==> src/rtl/mul_pkg.sv <==
// Shared types and constants for the sequential radix-2 Booth multiplier.
package mul_pkg;

  localparam int DEFAULT_WIDTH = 32;

  typedef enum logic [1:0] {
    IDLE = 2'd0,
    RUN  = 2'd1,
    DONE = 2'd2
  } state_t;

  // {acc_lo[0], E} encodings that select an operation on the upper accumulator
  localparam logic [1:0] BOOTH_SUB = 2'b10;
  localparam logic [1:0] BOOTH_ADD = 2'b01;

endpackage

==> src/rtl/booth_step.sv <==
// One combinational radix-2 Booth iteration: conditional add/sub of Y, then arithmetic shift right.
module booth_step
  import mul_pkg::*;
#(
  parameter int WIDTH = DEFAULT_WIDTH
) (
  input  logic [WIDTH:0]   acc_hi,
  input  logic [WIDTH-1:0] acc_lo,
  input  logic             e,
  input  logic [WIDTH-1:0] y,
  output logic [WIDTH:0]   acc_hi_nx,
  output logic [WIDTH-1:0] acc_lo_nx,
  output logic             e_nx
);

  logic [WIDTH:0] w_y_ext;
  logic [WIDTH:0] w_sum;

  // One extra bit keeps -(-2^(WIDTH-1)) representable
  assign w_y_ext = {y[WIDTH-1], y};

  always_comb begin
    w_sum = acc_hi;
    case ({acc_lo[0], e})
      BOOTH_SUB: w_sum = acc_hi + (~w_y_ext) + {{WIDTH{1'b0}}, 1'b1};
      BOOTH_ADD: w_sum = acc_hi + w_y_ext;
      default:   w_sum = acc_hi;
    endcase
  end

  assign acc_hi_nx = {w_sum[WIDTH], w_sum[WIDTH:1]};
  assign acc_lo_nx = {w_sum[0], acc_lo[WIDTH-1:1]};
  assign e_nx      = acc_lo[0];

endmodule

==> src/rtl/booth_mul_seq_ctrl.sv <==
// Sequential signed Booth multiplier: start/ready handshake, one step per clock, registered HI/LO result.
module booth_mul_seq_ctrl
  import mul_pkg::*;
#(
  parameter int WIDTH = DEFAULT_WIDTH,
  parameter int CNT_W = $clog2(WIDTH)
) (
  input  logic             clk,
  input  logic             rst_n,
  input  logic             start,
  input  logic             abort,
  input  logic [WIDTH-1:0] mplier,
  input  logic [WIDTH-1:0] mcand,
  output logic             ready,
  output logic             busy,
  output logic             done,
  output logic [WIDTH-1:0] z_high,
  output logic [WIDTH-1:0] z_low
);

  state_t           r_state;
  state_t           w_state_next;
  logic [WIDTH:0]   r_acc_hi;
  logic [WIDTH-1:0] r_acc_lo;
  logic             r_e;
  logic [WIDTH-1:0] r_y;
  logic [CNT_W-1:0] r_count;
  logic [WIDTH-1:0] r_z_high;
  logic [WIDTH-1:0] r_z_low;

  logic [WIDTH:0]   w_acc_hi_nx;
  logic [WIDTH-1:0] w_acc_lo_nx;
  logic             w_e_nx;
  logic             w_accept;
  logic             w_last;

  booth_step #(.WIDTH(WIDTH)) u_step (
    .acc_hi    (r_acc_hi),
    .acc_lo    (r_acc_lo),
    .e         (r_e),
    .y         (r_y),
    .acc_hi_nx (w_acc_hi_nx),
    .acc_lo_nx (w_acc_lo_nx),
    .e_nx      (w_e_nx)
  );

  assign w_accept = (r_state == IDLE) && start && !abort;
  assign w_last   = (r_count == CNT_W'(WIDTH - 1));

  always_ff @(posedge clk or negedge rst_n) begin
    if (!rst_n) begin
      r_state <= IDLE;
    end else begin
      r_state <= w_state_next;
    end
  end

  always_comb begin
    w_state_next = r_state;
    case (r_state)
      IDLE:    if (w_accept) w_state_next = RUN;
      RUN: begin
        if (abort)       w_state_next = IDLE;
        else if (w_last) w_state_next = DONE;
      end
      DONE:    w_state_next = IDLE;
      default: w_state_next = IDLE;
    endcase
  end

  always_ff @(posedge clk or negedge rst_n) begin
    if (!rst_n) begin
      r_acc_hi <= '0;
      r_acc_lo <= '0;
      r_e      <= 1'b0;
      r_y      <= '0;
      r_count  <= '0;
      r_z_high <= '0;
      r_z_low  <= '0;
    end else if (w_accept) begin
      r_acc_hi <= '0;
      r_acc_lo <= mplier;
      r_e      <= 1'b0;
      r_y      <= mcand;
      r_count  <= '0;
    end else if (r_state == RUN && !abort) begin
      r_acc_hi <= w_acc_hi_nx;
      r_acc_lo <= w_acc_lo_nx;
      r_e      <= w_e_nx;
      r_count  <= r_count + 1'b1;
      // Result commits from the post-shift values of the final step
      if (w_last) begin
        r_z_high <= w_acc_hi_nx[WIDTH-1:0];
        r_z_low  <= w_acc_lo_nx;
      end
    end
  end

  assign ready  = (r_state == IDLE);
  assign busy   = (r_state == RUN) || (r_state == DONE);
  assign done   = (r_state == DONE);
  assign z_high = r_z_high;
  assign z_low  = r_z_low;

endmodule

==> config.mk <==
export PLATFORM = sky130hd
export DESIGN_NAME = booth_mul_seq_ctrl
export DESIGN_NICKNAME = d
export VERILOG_FILES = /design/src/rtl/mul_pkg.sv /design/src/rtl/booth_step.sv /design/src/rtl/booth_mul_seq_ctrl.sv
export SDC_FILE = /design/constraint.sdc
export NUM_CORES = 1
export LEC_CHECK = 0
export CAP_MARGIN = 20
export CORE_MARGIN = 2
export CORE_UTILIZATION = 40
export CTS_BUF_LIST = sky130_fd_sc_hd__clkbuf_16
export DETAILED_ROUTE_END_ITERATION = 8
export HOLD_SLACK_MARGIN = 0.1
export PLACE_DENSITY = 0.58
export SLEW_MARGIN = 0
export SYNTH_ARGS = -nofsm -noshare
export SYNTH_HDL_FRONTEND = slang
export SYNTH_SLANG_ARGS = --single-unit
==> constraint.sdc <==
create_clock -name clk -period 5.57 [get_ports clk]
set_input_delay 0.8355 -clock clk [delete_from_list [all_inputs] [get_ports clk]]
set_output_delay 0.8355 -clock clk [all_outputs]
set_load 0.05 [all_outputs]
==> impl_metrics.ini, run 1 <==
[clocking]
cts_inserted_buffers = 17
clock_latency_ps = 430
cts_sinks = 168
ctsHoldBuffers = 0
root_buffer = clkbuf_16
cts.htree.levels = 4
cts_resized = 0
clk_pin_slew_ps = 80
postCtsSetupRepairBufs = 0
cts_tree = yes
cts_buffer_depth = 2

[route]
vias_per_cell = 5.77
wl_per_cell_um = 19.8
dr.pass1.iters = 5
num_vias = 10000
ant_nets = 0
dr.first_iter.drc_count = 736
drc = 0
wl_mm = 34.4

[synth]
synth-xor-area-share_pct = 2.51
async_flop_share_pct = 100
synth_compound_area_share_pct = 24.5
synth_fa_ha_area_share_pct = 8.58
synth_top_family_by_area = compound AO/OA/AOI/OAI gates
synth_area_per_cell_sq_um = 8.32
syn_inst = 1301
yosys_warnings = 0
ys_ff_latch = 168
synth_nets = 1442
yosys.area_share.simple_pct = 19.0
synthMuxAreaShare_pct = 0.509
netlist_area_sq_um = 10800
seq_area_frac_synth_pct = 38.8
synth_ff_type = dfrtp_1
synth-edff-count = 0
synth.distinct_cells = 87

[setup_path]
critPathKind = reg -> reg
crit_slowest_cell = a311oi_1
path_buf_inv = 0
crit_required_ps = 5840
worst-path-max-fanout = 10
path_cells = ha_1 -> and2b_1 -> a211oi_1 -> a311oi_1 -> nor3b_2 -> a21oi_1 -> a21boi_1 -> xnor2_1 -> a221oi_1 -> o31ai_1
endpoint_kind = flop
startpoint_type = flop
critPathTopFamily = compound AO/OA/AOI/OAI gates
slowest_delay_ps = 580
worstPathArrival_ps = 3840

[power_and_ir_drop]
power.switching_mw = 3.79
power_mw = 7.50
swShare_pct = 50.6
power_frac_clock_pct = 16.2
pwr-share-comb_pct = 59.0
p_per_area_nw_per_um2 = 578
intPower_mw = 3.70
power_frac_seq_pct = 24.8
peakVddDrop_v = 0.000222
leakagePower_nw = 5.88

[layout]
n_fill_cell = 2648
multi_input_area_sq_um = 5990
insertedDiodeCount = 0
drive_gt1_share_pct = 6.09
area.sequential_sq_um = 4200
area_growth_syn_to_layout_pct = 19.9
layout_common_cells = nand2_1, dfrtp_1, clkdlybuf4s50_1, a21oi_1, o21ai_0
final_nets = 1524
finalCoreUtilization_pct = 48.5
final_common_cell = nand2_1

[timing]
rsz0062_at_grt = no
max_freq_mhz = 280
finalCritPeriodShare_pct = 64.1
hold_viol = 0
fin_skew_ps = 15.8
setup_violations = 0
timing.slew.headroom_pct = 28.7
max_slew.worst_pin.slew_ps = 1070
slew_viol_final = 0
min_period_ps = 3570
post-route-worst-setup-slack_ps = 2000
whs_ps = 416
setup_tns_ps = 0

[placement]
gp_congestion = 0.957
numPortBuffers = 134
preCtsSetupSlack_ps = 2100
dp_hpwl_mm = 23.6

[global_route]
first_global_vias = 9980
overflow = 0
grt_max_degree = 95
grt_antenna_before_repair = 0
grt_pass1_wl_mm = 54.6
track_usage_pct = 24.3

[die]
start_util_pct = 40.5
die-area_sq_um = 28400
num_rows = 60
core_sq_um = 26700
io_pins = 135
die_height_um = 169
die_w_um = 169

[min_path]
hp-class = in -> async

[run_status]
status = complete, no violations

[job]
drv_cap = 0
==> synth_stat cells (11+ instances only) <==
cell,number,area share [%]
a21o_1,13,0.90
a21oi_1,91,4.2
a221oi_1,12,0.97
a22o_1,12,0.97
a31oi_1,13,0.75
a32oi_1,31,2.5
and3_1,11,0.64
buf_2,18,0.83
clkbuf_1,52,1.8
dfrtp_1,168,39
ha_1,71,8.2
inv_1,64,2.2
nand2_1,277,9.6
nand2b_1,15,0.87
nand3_1,13,0.60
nor2_1,79,2.7
nor2b_1,12,0.69
nor3_1,16,0.74
o21ai_0,85,3.9
o21ai_1,21,0.97
o31ai_1,20,1.4
xnor2_1,24,1.9
==> power groups by stage <==
stage / clock network [mW] / registers [mW] / logic [mW]
final: 1.22 / 1.86 / 4.42
after global routing: 1.29 / 1.91 / 4.83
after CTS: 1.23 / 1.85 / 4.34
after detailed placement: 0 / 1.87 / 4.32
after global placement: 0 / 1.87 / 4.33
after floorplan: 0 / 1.76 / 3.32
==> path summary, 6_finish.rpt <==
| check | startpoint | to | slack [ps] | depth (start not counted) |
|---|---|---|---|---|
| min in group clk | z_low[25] | z_low[25] | 480 | 2 |
| max in group asynchronous | rst_n | r_y[0] | 3970 | 2 |
| worst min register to register | z_low[25] | z_low[25] | 480 | 2 |
| worst max register to register | r_acc_hi[12] | r_acc_hi[23] | 2000 | 10 |
| worst min-delay path | rst_n | z_high[8] | 420 | 1 |
| worst max-delay path | r_acc_hi[12] | r_acc_hi[23] | 2000 | 10 |
==> cell type report <==
type,count,area share (%)
clock buffers,17,3.28
clock inverters,15,1.37
inverters,72,2.08
multi-input cells,976,46.2
flip-flops and latches,168,32.4
well taps,341,3.29
repair buffers,148,11.4
==> registers in the layout (all words and copies together), names as in the netlist <==
name and count:
r_acc_hi 32, r_acc_lo 32, r_count 5, r_e 1
r_state 2, r_y 32, z_high 32, z_low 32
==> metrics by stage <==
| stage | cells | instance area [sq um] |
|---|---|---|
| 2_1_floorplan | 1301 | 10800 |
| 5_1_grt | 1737 | 13000 |
| 6_report | 1737 | 13000 |
| 4_1_cts | 1735 | 12900 |
| 3_3_place_gp | 1703 | 12300 |
| 3_5_place_dp | 1703 | 12300 |
==> cell families after synthesis <==
logic type / Yosys count
fa+ha+maj: 73
xor+xnor: 31
compound gates: 397
buf+inv: 157
flops: 168
simple gates: 470
mux: 5
==> per-layer routing <==
| layer | GRT usage, % | vias up | routed length, um |
|---|---|---|---|
| met1 | 34.2 | 4869 | 16200 |
| li1 | - | 4746 | - |
| met4 | 6.67 | 0 | 629 |
| met3 | 4.37 | 42 | 2450 |
| met2 | 38.5 | 372 | 15200 |
| met5 | 0 | - | 0 |
==> worst reg2reg max path, delay by kind of cell, from the launching register on <==
kind | cells | cell delay, ps
compound gates | 6 | 1760
xor+xnor | 1 | 120
fa+ha+maj | 1 | 540
flops | 1 | 430
simple gates | 2 | 560
Note: power is estimated with default switching activity, not from simulation.
==> run 2: changes to the inputs <==
==> constraint.sdc (replaced) <==
create_clock -name clk -period 3.3 [get_ports clk]
set_input_delay 0.495 -clock clk [delete_from_list [all_inputs] [get_ports clk]]
set_output_delay 0.495 -clock clk [all_outputs]
set_load 0.05 [all_outputs]
==> run 2 against run 1 <==
Clock power grew 70%. Core utilization grew 1.1 points. Global-route usage grew 0.23 points. Routed wire length grew 0.15%. Sequential share of layout area shrank 0.69 points. Fmax grew 12%. Non-clock buffer count grew 29. Largest power group unchanged. Die area is the same.
==> impl_metrics.ini, run 2 (synthesis gave the netlist of run 1 again) <==
[setup_path]
critPathKind = reg -> reg
worst-path-max-fanout = 8
rrSetupSlack_ps = 110
crit_required_ps = 3620
endpoint_kind = flop
r2r_end = r_acc_hi[30]
r2r_cells = 11
worstPathArrival_ps = 3500
startpoint_type = flop
r2r_start = r_y[11]

[timing]
timing.slew.headroom_pct = 52.2
max_freq_mhz = 314
hold_viol = 0
slew_viol_final = 0
fin_skew_ps = 20.3
min_period_ps = 3190
whs_ps = 482
setup_violations = 0
max_slew.worst_pin.slew_ps = 716
rsz0062_at_grt = yes
post-route-worst-setup-slack_ps = 113
finalCritPeriodShare_pct = 96.6

[clocking]
cts.htree.levels = 4
cts_inserted_buffers = 17
clk_pin_slew_ps = 80
cts_buffer_depth = 2
cts_tree = yes
postCtsSetupRepairBufs = 0
root_buffer = clkbuf_16
cts_sinks = 168
clock_latency_ps = 450

[die]
num_rows = 60
io_pins = 135
die_w_um = 169
die-area_sq_um = 28400
start_util_pct = 40.5
die_height_um = 169
core_sq_um = 26700

[layout]
n_fill_cell = 2644
area.sequential_sq_um = 4200
final_common_cell = nand2_1
multi_input_area_sq_um = 6040
insertedDiodeCount = 0
finalCoreUtilization_pct = 49.6
layout_common_cells = nand2_1, dfrtp_1, clkdlybuf4s50_1, a21oi_1, o21ai_0
final_nets = 1553
area_growth_syn_to_layout_pct = 22.5
drive_gt1_share_pct = 8.70

[route]
drc = 0
num_vias = 9945
wl_mm = 34.5
wl_per_cell_um = 19.5
dr.pass1.iters = 5
ant_nets = 0
vias_per_cell = 5.63
dr.first_iter.drc_count = 806

[power_and_ir_drop]
power.switching_mw = 6.46
leakagePower_nw = 6.02
swShare_pct = 49.6
power_frac_clock_pct = 15.9
peakVddDrop_v = 0.000633
pwr-share-comb_pct = 60.4
power_frac_seq_pct = 23.7
p_per_area_nw_per_um2 = 983
intPower_mw = 6.57

[global_route]
first_global_vias = 9644
track_usage_pct = 24.5
grt_antenna_before_repair = 0
grt_max_degree = 95
grt_pass1_wl_mm = 54.6
overflow = 0

[run_status]
status = complete, no violations

[min_path]
hold_start = z_low[13]
hold_path_end = z_low[13]
worstHoldPathCells = 2
hp-class = reg -> reg

[placement]
dp_hpwl_mm = 24.0
gp_congestion = 0.893
preCtsSetupSlack_ps = 51.9
numPortBuffers = 134

[job]
drv_cap = 0
-- run 2: cell types whose count changed in the layout (fill, tap and decap cells not counted), moves of 2 or more --
cell / before / now
a211oi_1: 10 / 8
a211oi_2: 0 / 2
a311oi_1: 7 / 5
a311oi_2: 1 / 3
buf_12: 1 / 4
buf_4: 12 / 38
ha_1: 70 / 65
ha_2: 1 / 6
inv_6: 4 / 2
inv_8: 2 / 4
-- run 2: how the worst max path moves through the flow --
stage                 start      endpoint  slack (ps)  cells past startpoint
2_1_floorplan   r_acc_hi[0]  r_acc_hi[25]         530                     11
3_3_place_gp   r_acc_hi[13]    z_high[23]          50                     10
3_5_place_dp   r_acc_hi[13]    z_high[23]          50                     10
4_1_cts        r_acc_hi[13]    z_high[23]          20                     10
5_1_grt         r_acc_hi[0]  r_acc_hi[29]         -70                     12
6_report            r_y[11]  r_acc_hi[30]         110                     11
-- run 2: through the flow --
stage	power [mW]	instances	TNS (ps)	cell area, sq um
2_1_floorplan	8.58	1301	0	10800
3_3_place_gp	10.7	1733	0	12600
3_5_place_dp	10.7	1733	0	12600
4_1_cts	12.9	1766	0	13200
5_1_grt	14.0	1766	-222	13300
6_report	13.0	1766	0	13300
-- run 2: power by group through the flow --
stage | clock, mW | combinational [mW] | sequential, mW
2_1_floorplan | 0 | 5.60 | 2.98
3_3_place_gp | 0 | 7.64 | 3.09
3_5_place_dp | 0 | 7.62 | 3.10
4_1_cts | 2.11 | 7.67 | 3.08
5_1_grt | 2.18 | 8.63 | 3.16
6_report | 2.07 | 7.87 | 3.09
-- run 2: final cells by class --
type,instances,area share (%)
Sequential cell,168,31.7
Multi-Input combinational cell,976,45.5
Tap cell,341,3.22
Clock inverter,15,1.34
Timing Repair Buffer,177,13.0
Clock buffer,17,3.21
Inverter,72,2.04
-- run 2: per-layer routing --
metal	part of all wire (%)	global-route usage, %	vias up	routed length [um]
met1	48	36.3	4759	16500
li1	-	-	4805	-
met3	7.6	5.49	37	2640
met5	0	0	-	0
met4	1.8	6.52	0	635
met2	43	36.0	344	14700
-- run 2: worst max-delay path: stages, from the launching register on --
cell and delay [ps]:
dfrtp_1 380, inv_1 80, ha_1 430, nand2_2 100, or4_1 560, o2bb2ai_2 190
nor3_2 90, a311oi_2 450, a311oi_1 180, xnor2_1 180, a221oi_2 300, o31ai_1 110
-- run 2: what timing repair did --
action                                  4_1_cts  5_1_grt
endpoints found under the setup margin        0       18
hold buffers                                  1        0
hold endpoints to repair                     48        0
resized for setup                             0       14
